===== config.mk =====
export PLATFORM = sky130hd
export DESIGN_NAME = mem_sched
export DESIGN_NICKNAME = d
export VERILOG_FILES = /design/src/rtl/mem_sched.sv
export SDC_FILE = /design/constraint.sdc
export NUM_CORES = 1
export LEC_CHECK = 0
export BUFFER_PORTS_ARGS = -buffer_cell sky130_fd_sc_hd__clkbuf_2
export CAP_MARGIN = 20
export CORE_UTILIZATION = 35
export CTS_BUF_LIST = sky130_fd_sc_hd__clkbuf_4 sky130_fd_sc_hd__clkbuf_8
export DETAILED_ROUTE_END_ITERATION = 8
export PLACE_DENSITY = 0.6
export SLEW_MARGIN = 30
export SYNTH_ARGS = -nofsm -noshare
export SYNTH_HDL_FRONTEND = slang
export SYNTH_SLANG_ARGS = --single-unit

===== constraint.sdc =====
create_clock -name clk -period 3.1 [get_ports clk]
set_input_delay 0.62 -clock clk [delete_from_list [all_inputs] [get_ports clk]]
set_output_delay 0.62 -clock clk [all_outputs]
set_load 0.005 [all_outputs]

===== src/rtl/mem_sched.sv =====
// ---------------------------------------------------------------------------
// mem_sched
//   Single-port memory scheduler and execution sequencer for riscv_cpu.
//   Shares one memory bus between instruction fetch and data load/store,
//   holds the fetched instruction in the IR, and pulses cpu_en once per
//   retired instruction so the core's PC and register file advance in step.
//
// Ports
//   clk        in   clock, rising edge
//   rst        in   asynchronous active-low reset
//   pc         in   current PC from core
//   ld_req     in   decoded IR is a load (sampled in EXEC)
//   st_req     in   decoded IR is a store (sampled in EXEC)
//   memop      in   funct3 size/sign code
//   mem_addr   in   data address
//   st_data    in   store data, LSB-aligned
//   inst       out  IR contents (nop after reset)
//   ld_data    out  aligned, extended load data
//   cpu_en     out  one-cycle commit pulse
//   misalign   out  sticky misaligned-access flag (core halted)
//   instret    out  retired-instruction counter
//   m_valid    out  memory request valid
//   m_ready    in   memory accepts request
//   m_addr     out  word address
//   m_wen      out  request is a write
//   m_wmask    out  byte-lane write enables
//   m_wdata    out  lane-shifted write data
//   m_rvalid   in   response valid
//   m_rdata    in   read data
// ---------------------------------------------------------------------------
module mem_sched #(
   parameter int unsigned RESET_WAIT = 1
) (
   input  logic        clk,
   input  logic        rst,
   input  logic [31:0] pc,
   input  logic        ld_req,
   input  logic        st_req,
   input  logic [2:0]  memop,
   input  logic [31:0] mem_addr,
   input  logic [31:0] st_data,
   output logic [31:0] inst,
   output logic [31:0] ld_data,
   output logic        cpu_en,
   output logic        misalign,
   output logic [63:0] instret,
   output logic        m_valid,
   input  logic        m_ready,
   output logic [31:0] m_addr,
   output logic        m_wen,
   output logic [3:0]  m_wmask,
   output logic [31:0] m_wdata,
   input  logic        m_rvalid,
   input  logic [31:0] m_rdata
);

   localparam logic [2:0] S_IDLE   = 3'd0;
   localparam logic [2:0] S_F_REQ  = 3'd1;
   localparam logic [2:0] S_F_WAIT = 3'd2;
   localparam logic [2:0] S_EXEC   = 3'd3;
   localparam logic [2:0] S_D_REQ  = 3'd4;
   localparam logic [2:0] S_D_WAIT = 3'd5;
   localparam logic [2:0] S_WB     = 3'd6;
   localparam logic [2:0] S_HALT   = 3'd7;

   localparam logic [31:0] NOP     = 32'h0000_0013;
   localparam logic [3:0]  W_LAST  = 4'(RESET_WAIT - 1);

   // Byte-lane write mask for a store of the given size at byte offset off.
   function automatic logic [3:0] fn_st_mask(input logic [2:0] op, input logic [1:0] off);
      logic [3:0] mask;
      case (op[1:0])
         2'b00:   mask = 4'b0001 << off;
         2'b01:   mask = 4'b0011 << off;
         default: mask = 4'b1111;
      endcase
      return mask;
   endfunction

   // Shift the addressed bytes down to bit 0, then zero/sign-extend.
   // memop[2] set selects the unsigned variants (bu/hu).
   function automatic logic [31:0] fn_ld_extend(input logic [31:0] rdata,
                                                input logic [1:0]  off,
                                                input logic [2:0]  op);
      logic [31:0] shifted;
      logic [31:0] res;
      shifted = rdata >> {off, 3'b000};
      case (op[1:0])
         2'b00:   res = {{24{~op[2] & shifted[7]}},  shifted[7:0]};
         2'b01:   res = {{16{~op[2] & shifted[15]}}, shifted[15:0]};
         default: res = shifted;
      endcase
      return res;
   endfunction

   logic [2:0]  r_state;
   logic [3:0]  r_wait;
   logic [31:0] r_ir;
   logic [31:0] r_ld_data;
   logic        r_misalign;
   logic [63:0] r_instret;
   logic [31:0] r_d_addr;
   logic        r_d_wen;
   logic [3:0]  r_d_wmask;
   logic [31:0] r_d_wdata;
   logic [1:0]  r_d_off;
   logic [2:0]  r_d_memop;

   logic [2:0]  w_next;
   logic        w_is_mem;
   logic        w_misal;
   logic        w_cpu_en;
   logic        w_unused;

   // PC is word-aligned on the bus; its low bits never reach the memory.
   assign w_unused = &{1'b0, pc[1:0]};

   assign w_is_mem = ld_req | st_req;
   // Halfword needs addr[0]=0, word needs addr[1:0]=0; bytes never misalign.
   assign w_misal  = ((memop[1:0] == 2'b01) && mem_addr[0]) ||
                     (memop[1] && (mem_addr[1:0] != 2'b00));
   assign w_cpu_en = ((r_state == S_EXEC) && !w_is_mem) || (r_state == S_WB);

   always_comb begin
      w_next = r_state;
      case (r_state)
         S_IDLE:   if (r_wait == W_LAST) w_next = S_F_REQ;
         S_F_REQ:  if (m_ready)  w_next = S_F_WAIT;
         S_F_WAIT: if (m_rvalid) w_next = S_EXEC;
         S_EXEC: begin
            if (w_is_mem) w_next = w_misal ? S_HALT : S_D_REQ;
            else          w_next = S_F_REQ;
         end
         S_D_REQ:  if (m_ready)  w_next = S_D_WAIT;
         S_D_WAIT: if (m_rvalid) w_next = S_WB;
         S_WB:     w_next = S_F_REQ;
         S_HALT:   w_next = S_HALT;
         default:  w_next = S_IDLE;
      endcase
   end

   always_ff @(posedge clk or negedge rst) begin
      if (!rst) begin
         r_state    <= S_IDLE;
         r_wait     <= 4'd0;
         r_ir       <= NOP;
         r_ld_data  <= 32'd0;
         r_misalign <= 1'b0;
         r_instret  <= 64'd0;
         r_d_addr   <= 32'd0;
         r_d_wen    <= 1'b0;
         r_d_wmask  <= 4'd0;
         r_d_wdata  <= 32'd0;
         r_d_off    <= 2'd0;
         r_d_memop  <= 3'd0;
      end else begin
         r_state <= w_next;
         if (r_state == S_IDLE) r_wait <= r_wait + 4'd1;
         if ((r_state == S_F_WAIT) && m_rvalid) r_ir <= m_rdata;
         // Capture the data-phase request in EXEC so the bus fields are
         // register-driven and cannot move while a request is stalled.
         // Store wins when both requests are raised.
         if (r_state == S_EXEC) begin
            r_d_addr  <= {mem_addr[31:2], 2'b00};
            r_d_wen   <= st_req;
            r_d_wmask <= st_req ? fn_st_mask(memop, mem_addr[1:0]) : 4'd0;
            r_d_wdata <= st_req ? (st_data << {mem_addr[1:0], 3'b000}) : 32'd0;
            r_d_off   <= mem_addr[1:0];
            r_d_memop <= memop;
            if (w_is_mem && w_misal) r_misalign <= 1'b1;
         end
         if ((r_state == S_D_WAIT) && m_rvalid && !r_d_wen)
            r_ld_data <= fn_ld_extend(m_rdata, r_d_off, r_d_memop);
         if (w_cpu_en) r_instret <= r_instret + 64'd1;
      end
   end

   assign inst     = r_ir;
   assign ld_data  = r_ld_data;
   assign cpu_en   = w_cpu_en;
   assign misalign = r_misalign;
   assign instret  = r_instret;

   // Bus outputs depend only on state and registers (plus the core's PC,
   // which cannot change in F_REQ since no commit happens there).
   assign m_valid = (r_state == S_F_REQ) || (r_state == S_D_REQ);
   assign m_addr  = (r_state == S_F_REQ) ? {pc[31:2], 2'b00} :
                    (r_state == S_D_REQ) ? r_d_addr : 32'd0;
   assign m_wen   = (r_state == S_D_REQ) && r_d_wen;
   assign m_wmask = (r_state == S_D_REQ) ? r_d_wmask : 4'd0;
   assign m_wdata = (r_state == S_D_REQ) ? r_d_wdata : 32'd0;

endmodule


==> results.sh, run 1 <==
export IMPL_ios=337
export IMPL_fin_crit_ns=2.80
export IMPL_synth_distinct_cells=54
export IMPL_grt_pass1_wl_um=44100
export IMPL_dieWidth_um=172
export IMPL_worst_ep_arrival_time_ns=2.18
export IMPL_clk_pin_slew_ns=0.05
export IMPL_clockRootBuffer="clkbuf_8"
export IMPL_avgSynthCellArea_um2=10.1
export IMPL_clock_sinks=208
export IMPL_die_height_um=172
export IMPL_ys_flop_type="dfrtp_1"
export IMPL_drive_gt1_frac=0.358
export IMPL_critPathMaxFanout=68
export IMPL_vias_per_cell=4.90
export IMPL_synthTopCellsByArea="dfrtp_1 51%, nand2_1 7.8%, mux2_2 4.7%, a22o_1 3.3%, xnor2_1 3.3%"
export IMPL_wl_met2_um=13200
export IMPL_clock_latency_ns=0.52
export IMPL_maxSlewHeadroom=0.473
export IMPL_fillerInstances=2784
export IMPL_cp_start_kind="register"
export IMPL_skew_ns=0.0176
export IMPL_worst_slew_pin_slew_ns=0.789
export IMPL_grt_setup_unrepaired="no"
export IMPL_slowest_delay_ns=0.59
export IMPL_ys_warnings_count=0
export IMPL_ys_async_sr_fraction=1.00
export IMPL_antenna_found_initial=1
export IMPL_drc=0
export IMPL_cp_end_kind="output port"
export IMPL_dieArea_um2=29600
export IMPL_cp_slowest_cell="dfrtp_1"
export IMPL_peakVddDrop_mv=0.422
export IMPL_routed_via_count=8492
export IMPL_rows=61
export IMPL_yosysSeqAreaShare=0.515
export IMPL_drv_cap=0
export IMPL_finish_instance_area_um2=12900
export IMPL_first_iter_violations=424
export IMPL_synthTopCellsByCount="211 x nand2_1, 205 x dfrtp_1, 63 x nor2_1"
export IMPL_first_pass_iters=7
export IMPL_met3_length_um=1780
export IMPL_grt_max_degree=73
export IMPL_hold_viol=0
export IMPL_drt_wirelength_per_cell_um=16.2
export IMPL_synth_top_area_cell="dfrtp_1"
export IMPL_power_density_nw_per_um2=798
export IMPL_cts_path_max_buffers=3
export IMPL_n_antenna_cell=0
export IMPL_yosysMostFrequentCell="nand2_1"
export IMPL_synth_edff_count=0
export IMPL_cts_resized=0
export IMPL_critical_path_class="register to output port"
export IMPL_nets=1472
export IMPL_gp_congestion=0.784
export IMPL_finalSetupViolCount=0
export IMPL_synthCells=1001
export IMPL_postCtsSetupRepairBufs=0
export IMPL_hp_class="primary input to async pin"
export IMPL_tritoncts="yes"
export IMPL_synthToLayoutAreaGrowth_pct=27.9
export IMPL_finalSetupTns_ns=0
export IMPL_status="finished, final reports clean"
export IMPL_seq_area_um2=5210
export IMPL_ant_nets=0
export IMPL_finalWirelength_um=28100
export IMPL_wl_met1_um=12400
export IMPL_synth_area_um2=10100
export IMPL_crit_required_ns=2.48
export IMPL_cts_made_buffers=39
export IMPL_overflow=0
export IMPL_fin_crit_sh=0.902
export IMPL_coreArea_um2=28100
export IMPL_multi_input_area_um2=4610
export IMPL_ys_ff_latch=208
export IMPL_ctsHoldBuffers=0
export IMPL_grt_pass1_vias=8296
export IMPL_netlist_area_leader_share=0.507
export IMPL_hpwlAfterDp_um=19900
export IMPL_h_tree_depth=2
export IMPL_placed_cell_area_um2=12200
export IMPL_portBuffers=332
export IMPL_top_layer_used="met5"
export IMPL_cp_cell_sequence="inv_1 -> nor3_2 -> buf_12 -> a22o_1 -> clkbuf_2"
export IMPL_track_usage=0.187
export IMPL_timing_fmax_mhz=357
export IMPL_leakage_nw=6.63
export IMPL_maxSlewViolCount=0
export IMPL_start_util=0.360
[power by group]
group | total [mW] | internal [mW] | switching, mW
Clock | 2.64 | 1.53 | 1.11
Combinational | 3.37 | 1.59 | 1.78
Sequential | 4.31 | 3.67 | 0.638
[cells by family after synthesis]
kind of cell / count (synthesis) / share of synthesized area
AO/OA/AOI/OAI: 143 / 0.100
XOR/XNOR: 66 / 0.0571
adder cells (fa/ha/maj): 3 / 0.00371
buffers and inverters: 74 / 0.0315
flip-flops: 208 / 0.515
multiplexers: 75 / 0.0794
other: 1 / 0.000371
AND/OR/NAND/NOR: 431 / 0.213
[placed cells by master, fill, tap and decap left out, types with 6 or more instances in the layout]
cell	synthesis	routed
nor3_1	22	19
nor3_2	4	7
xor2_1	28	28
a21oi_1	29	29
a211o_1	9	9
nand3_1	20	20
o211ai_1	8	8
nand4_1	16	16
a22o_1	38	38
mux2_2	42	42
mux2i_1	33	33
clkbuf_2	0	331
nor2_1	63	62
xnor2_1	38	38
nand2_1	211	210
inv_1	16	16
dfrtp_1	205	205
nor2b_1	13	13
and3_1	9	9
buf_4	5	12
a32o_1	8	8
clkbuf_8	0	43
and4_1	6	6
o22a_1	8	8
o21ai_0	34	34
clkbuf_4	0	16
and2_1	39	39
[per-layer routing]
layer / vias up / track usage
met3: 63 / 0.0433
met1: 4095 / 0.246
li1: 4087 / -
met4: 2 / 0.0612
met5: - / 0
met2: 245 / 0.304
[flip-flops by register name, indices dropped and copies added, names as in the netlist]
| register | count |
|---|---|
| r_d_off | 2 |
| inst | 32 |
| r_d_addr | 30 |
| r_state | 3 |
| r_d_memop | 3 |
| r_d_wdata | 32 |
| misalign | 1 |
| r_wait | 4 |
| ld_data | 32 |
| r_d_wen | 1 |
| r_d_wmask | 4 |
| instret | 64 |
[per-stage QoR]
stage	power (mW)	setup WS, ns	cells	hold WS [ns]	util
6_report	10.3	0.303	1732	0.0583	0.461
5_1_grt	11.1	0.133	1732	0.0756	0.461
4_1_cts	10.5	0.252	1732	0.0590	0.461
3_5_place_dp	7.76	0.707	1669	0.462	0.434
3_3_place_gp	7.67	0.726	1669	0.457	0.434
2_1_floorplan	6.29	0.982	1002	0.324	-
[worst paths after layout]
check                                    startpoint                  endpoint  slack [ns]  depth (start not counted)
max                          r_state[2]$_DFFE_PN0P_                m_addr[13]        0.30                          5
min                                             rst  r_d_addr[16]$_DFFE_PN0P_        0.06                          1
max reg2reg                  r_state[1]$_DFFE_PN0P_   ld_data[15]$_DFFE_PN0P_        0.76                          4
min reg2reg                r_d_addr[21]$_DFFE_PN0P_  r_d_addr[21]$_DFFE_PN0P_        0.47                          2
max in group asynchronous                       rst       inst[0]$_DFFE_PN1P_        2.23                          2
min in group clk                       mem_addr[19]  r_d_addr[19]$_DFFE_PN0P_        0.29                          3
[area by class of cell]
class,instances,area share
Tap cell,378,0.0366
Clock buffer,59,0.0550
Inverter,16,0.00464
Timing Repair Buffer,347,0.141
Sequential cell,208,0.403
Multi-Input combinational cell,720,0.357
Clock inverter,4,0.00368
[critical path: cells and delay by family, from the launching register on]
kind	cells	cell delay (ns)
AOI/OAI and AO/OA	1	0.23
and+or+nand+nor	1	0.21
buffers and inverters	3	0.59
DFF	1	0.59
Note: power is estimated with default switching activity, not from simulation.
==> run 2: changes to the inputs <==
Settings changed: CTS_BUF_LIST sky130_fd_sc_hd__clkbuf_4 sky130_fd_sc_hd__clkbuf_8 to not set.
==> run 2 against run 1 <==
Against the previous run:
- total power increased by 2.5%
- critical path depth unchanged
- maximum frequency about the same
- via count decreased by 1.5%
- clock skew decreased by 0.0054 ns
- wire length decreased by 0.85%
- highest routed layer unchanged
==> results.sh, run 2 (synthesis results as in run 1) <==
export IMPL_peakVddDrop_mv=0.398
export IMPL_ant_nets=0
export IMPL_tritoncts="yes"
export IMPL_rows=61
export IMPL_routed_via_count=8364
export IMPL_reg2reg_slack_ns=0.77
export IMPL_cp_start_kind="register"
export IMPL_cts_made_buffers=24
export IMPL_overflow=0
export IMPL_cp_slowest_cell="dfrtp_1"
export IMPL_hold_viol=0
export IMPL_postCtsSetupRepairBufs=0
export IMPL_grt_max_degree=73
export IMPL_first_iter_violations=373
export IMPL_first_pass_iters=5
export IMPL_final_common_cell="clkbuf_2"
export IMPL_grt_pass1_wl_um=43800
export IMPL_fin_crit_sh=0.902
export IMPL_hp_class="primary input to async pin"
export IMPL_clockRootBuffer="clkbuf_16"
export IMPL_worst_ep_arrival_time_ns=2.18
export IMPL_slowest_delay_ns=0.59
export IMPL_ios=337
export IMPL_finish_instance_area_um2=13000
export IMPL_die_height_um=172
export IMPL_grt_pass1_vias=8120
export IMPL_cp_end_kind="output port"
export IMPL_status="finished, final reports clean"
export IMPL_maxSlewViolCount=0
export IMPL_synthToLayoutAreaGrowth_pct=28.6
export IMPL_power_density_nw_per_um2=813
export IMPL_gp_congestion=0.784
export IMPL_stdcell_count=1713
export IMPL_crit_family="buffers and inverters"
export IMPL_skew_ns=0.0123
export IMPL_cts_path_max_buffers=3
export IMPL_layout_common_cells="331 x clkbuf_2, 210 x nand2_1, 205 x dfrtp_1"
export IMPL_vias_per_cell=4.88
export IMPL_finalSetupViolCount=0
export IMPL_finalSetupTns_ns=0
export IMPL_n_antenna_cell=0
export IMPL_dp_cells=1669
export IMPL_reg2reg_to="ld_data[11]$_DFFE_PN0P_"
export IMPL_crit_required_ns=2.48
export IMPL_leakage_nw=6.65
export IMPL_total_power_mw=10.6
export IMPL_timing_rr_start="r_state[1]$_DFFE_PN0P_"
export IMPL_worst_slew_pin_slew_ns=0.785
export IMPL_nets=1457
export IMPL_clock_latency_ns=0.51
export IMPL_track_usage=0.185
export IMPL_cp_cell_sequence="inv_1 -> nor3_2 -> buf_12 -> a22o_1 -> clkbuf_2"
export IMPL_fin_crit_ns=2.80
export IMPL_clk_pin_slew_ns=0.06
export IMPL_dieWidth_um=172
export IMPL_antenna_found_initial=1
export IMPL_drive_gt1_frac=0.348
export IMPL_dieArea_um2=29600
export IMPL_drc=0
export IMPL_h_tree_depth=1
export IMPL_coreArea_um2=28100
export IMPL_critical_path_buf_inv_count=3
export IMPL_largest_reg_flops=64
export IMPL_placed_cell_area_um2=12200
export IMPL_start_util=0.360
export IMPL_portBuffers=332
export IMPL_rr_worst_depth=4
export IMPL_clock_sinks=208
export IMPL_critical_path_class="register to output port"
export IMPL_finalWirelength_um=27900
export IMPL_hpwlAfterDp_um=19900
export IMPL_critPathMaxFanout=68
export IMPL_ctsHoldBuffers=0
export IMPL_grt_setup_unrepaired="no"
export IMPL_drv_cap=0
export IMPL_drt_wirelength_per_cell_um=16.3
export IMPL_maxSlewHeadroom=0.477
export IMPL_cts_resized=0
export IMPL_timing_fmax_mhz=358
## run 2: cell count changes in the layout (fill, tap and decap cells not counted)
cell        previous run  this run
clkbuf_1               0         2
clkbuf_16              0        25
clkbuf_4              16         0
clkbuf_8              43        10
clkinv_2               2         6
clkinvlp_4             1         0
## run 2: worst max-delay path by stage
stage / from / cells past startpoint / slack [ns] / to
after floorplan: r_state[2]$_DFFE_PN0P_ / 6 / 0.98 / m_wdata[11]
after global placement: ld_req / 6 / 0.73 / instret[54]$_DFFE_PN0P_
after detailed placement: ld_req / 6 / 0.71 / instret[54]$_DFFE_PN0P_
after CTS: r_state[2]$_DFFE_PN0P_ / 5 / 0.26 / m_addr[13]
after global routing: r_state[2]$_DFFE_PN0P_ / 5 / 0.15 / m_addr[21]
final: r_state[2]$_DFFE_PN0P_ / 5 / 0.30 / m_addr[13]
## run 2: worst register-to-register path, stage by stage (launching register included)
cell	delay, ns
dfrtp_1	0.54
nand2b_1	0.28
or3_1	0.60
nor2_1	0.61
a21oi_1	0.14
## run 2: metal layers
| layer | up-vias | global-route usage | share of wire |
|---|---|---|---|
| met1 | 4027 | 0.249 | 0.45 |
| met4 | 2 | 0.0427 | 0.020 |
| li1 | 4059 | - | - |
| met3 | 41 | 0.0382 | 0.059 |
| met5 | - | 0 | 0.00061 |
| met2 | 235 | 0.303 | 0.47 |
## run 2: cell type report
| class | count | area (um^2) |
|---|---|---|
| Clock inverter | 7 | 60.1 |
| Multi-Input combinational cell | 720 | 4610 |
| Timing Repair Buffer | 347 | 1820 |
| Fill cell | 2767 | 15100 |
| Sequential cell | 208 | 5210 |
| Clock buffer | 37 | 771 |
| Tap cell | 378 | 473 |
| Inverter | 16 | 60.1 |
## run 2: metrics by stage
stage,utilization,hold slack [ns],setup WS [ns]
floorplan,-,0.324,0.982
global placement,0.434,0.457,0.726
detailed placement,0.434,0.462,0.707
CTS,0.463,0.0696,0.261
global route,0.463,0.0945,0.151
finish,0.463,0.0581,0.303
## run 2: power by group
group	switching (mW)	total, mW	internal, mW
Sequential	0.633	4.30	3.67
Combinational	1.78	3.37	1.59
Clock	1.12	2.91	1.79
==> run 3: changes to the inputs <==
==> constraint.sdc (replaced) <==
create_clock -name clk -period 3.1 [get_ports clk]
set_input_delay 0.31 -clock clk [delete_from_list [all_inputs] [get_ports clk]]
set_output_delay 0.31 -clock clk [all_outputs]
set_load 0.005 [all_outputs]
==> run 3 against run 2 <==
Against the previous run:
- first-iteration DRC count rose by 20%
- worst setup slack improved by 0.093 ns
- hold slack got worse by 0.014 ns
- clock-buffer cell count did not move
- sequential cell count did not move
- die area did not move
- non-clock buffer count rose by 32
- register-to-register slack improved by 0.08 ns
- via count rose by 1.5%
- cell count rose by 1.9%
- critical path type unchanged
- critical endpoint is now m_addr[11]
- highest routed layer unchanged
==> results.sh, run 3 (synthesis results as in run 1) <==
export IMPL_rows=61
export IMPL_dieArea_um2=29600
export IMPL_hp_class="primary input to register"
export IMPL_grt_setup_unrepaired="no"
export IMPL_fin_util=0.475
export IMPL_dieWidth_um=172
export IMPL_portBuffers=332
export IMPL_h_tree_depth=1
export IMPL_hold_viol=0
export IMPL_finalSetupTns_ns=0
export IMPL_overflow=0
export IMPL_clockRootBuffer="clkbuf_16"
export IMPL_fillerInstances=2704
export IMPL_cp_start_kind="register"
export IMPL_tritoncts="yes"
export IMPL_min_path_cells=2
export IMPL_coreArea_um2=28100
export IMPL_drv_cap=0
export IMPL_hold_end="r_d_wdata[7]$_DFFE_PN0P_"
export IMPL_power_density_nw_per_um2=797
export IMPL_finish_instance_area_um2=13300
export IMPL_crit_required_ns=2.79
export IMPL_switching_share=0.333
export IMPL_cts_path_max_buffers=3
export IMPL_layout_common_cells="331 x clkbuf_2, 210 x nand2_1, 205 x dfrtp_1"
export IMPL_critical_path_class="register to output port"
export IMPL_nets=1490
export IMPL_peakVddDrop_mv=0.315
export IMPL_worst_slew_pin_slew_ns=0.764
export IMPL_maxSlewViolCount=0
export IMPL_n_antenna_cell=0
export IMPL_clock_latency_ns=0.52
export IMPL_track_usage=0.188
export IMPL_critPathMaxFanout=68
export IMPL_leakage_nw=6.77
export IMPL_placed_cell_area_um2=12200
export IMPL_die_height_um=172
export IMPL_comb_power_share=0.321
export IMPL_grt_pass1_wl_um=44500
export IMPL_rr_worst_depth=5
export IMPL_timing_rr_start="r_state[0]$_DFFE_PN0P_"
export IMPL_ant_nets=0
export IMPL_worst_ep_arrival_time_ns=2.39
export IMPL_reg2reg_slack_ns=0.85
export IMPL_seq_area_um2=5210
export IMPL_grt_pass1_vias=8337
export IMPL_drive_gt1_frac=0.338
export IMPL_vias_per_cell=4.86
export IMPL_timing_fmax_mhz=370
export IMPL_final_common_cell="clkbuf_2"
export IMPL_clk_pin_slew_ns=0.06
export IMPL_ios=337
export IMPL_finalSetupViolCount=0
export IMPL_clock_power_share=0.277
export IMPL_skew_ns=0.00787
export IMPL_status="finished, final reports clean"
export IMPL_hold_start="st_data[7]"
export IMPL_fin_crit_sh=0.872
export IMPL_finalWirelength_um=28100
export IMPL_postCtsSetupRepairBufs=0
export IMPL_largest_reg_flops=64
export IMPL_cts_made_buffers=25
export IMPL_first_pass_iters=4
export IMPL_antenna_found_initial=1
export IMPL_maxSlewHeadroom=0.491
export IMPL_gp_congestion=0.792
export IMPL_fin_crit_ns=2.70
export IMPL_hpwlAfterDp_um=19900
export IMPL_grt_max_degree=87
export IMPL_clock_sinks=208
export IMPL_start_util=0.360
export IMPL_cp_end_kind="output port"
export IMPL_drt_wirelength_per_cell_um=16.1
export IMPL_drc=0
export IMPL_routed_via_count=8487
export IMPL_multi_input_area_um2=4610
export IMPL_seq_power_share=0.402
export IMPL_reg2reg_to="r_d_wdata[24]$_DFFE_PN0P_"
export IMPL_first_iter_violations=448
export IMPL_p_int_mw=7.09
export IMPL_p_sw_mw=3.55
export IMPL_synthToLayoutAreaGrowth_pct=31.8
==> run 3: cell count changes in the layout (fill, tap and decap cells not counted), sizes merged <==
cell and change:
inv +1, clkinv -2, bufinv +1, clkinvlp +1, dlygate4sd3 +32
==> run 3: power groups by stage <==
stage	Sequential [mW]	Combinational, mW	Clock, mW
floorplan	4.17	2.12	0
global placement	4.29	3.38	0
detailed placement	4.32	3.43	0
CTS	4.28	3.48	3.04
global route	4.41	3.87	3.13
finish	4.27	3.42	2.95
==> run 3: worst max path at each step <==
stage | from | endpoint | cells after the start
finish | r_state[2]$_DFFE_PN0P_ | m_addr[11] | 5
global route | r_state[2]$_DFFE_PN0P_ | m_addr[21] | 5
CTS | r_state[2]$_DFFE_PN0P_ | m_addr[13] | 5
detailed placement | r_state[0]$_DFFE_PN0P_ | r_d_wdata[25]$_DFFE_PN0P_ | 5
global placement | r_state[2]$_DFFE_PN0P_ | r_d_wdata[28]$_DFFE_PN0P_ | 5
floorplan | instret[0]$_DFFE_PN0P_ | instret[42]$_DFFE_PN0P_ | 7
==> run 3: area by class of cell <==
type	instances	area share
Sequential cell	208	0.391
Clock buffer	37	0.0555
Inverter	16	0.00450
Multi-Input combinational cell	720	0.346
Tap cell	378	0.0355
Clock inverter	8	0.00722
Timing Repair Buffer	379	0.161
==> run 3: what timing repair did <==
action / 4_1_cts / 5_1_grt
gates resized for setup: 0 / 0
endpoints found under the hold margin: 115 / 0
hold buffers: 32 / 0
==> run 3: per-layer routing <==
layer  up-vias  global-route usage  wire, um
met2       212               0.316     13500
met4         2              0.0519       720
met5         -                   0        17
met3        47              0.0359      1390
li1       4124                   -         -
met1      4102               0.247     12500
==> run 3: worst max-delay path, cell delays in order, from the launching register on <==
cell	delay, ns
dfrtp_1	0.59
inv_1	0.20
nor3_2	0.14
buf_4	0.53
a22o_1	0.26
clkbuf_2	0.12
==> run 3: metrics by stage <==
step	cells	setup slack [ns]	total power, mW	hold slack [ns]
2_1_floorplan	1002	1.29	6.29	0.0144
3_3_place_gp	1669	0.846	7.66	0.371
3_5_place_dp	1669	0.828	7.75	0.375
4_1_cts	1746	0.346	10.8	0.0133
5_1_grt	1746	0.223	11.4	0.0382
6_report	1746	0.396	10.6	0.0441
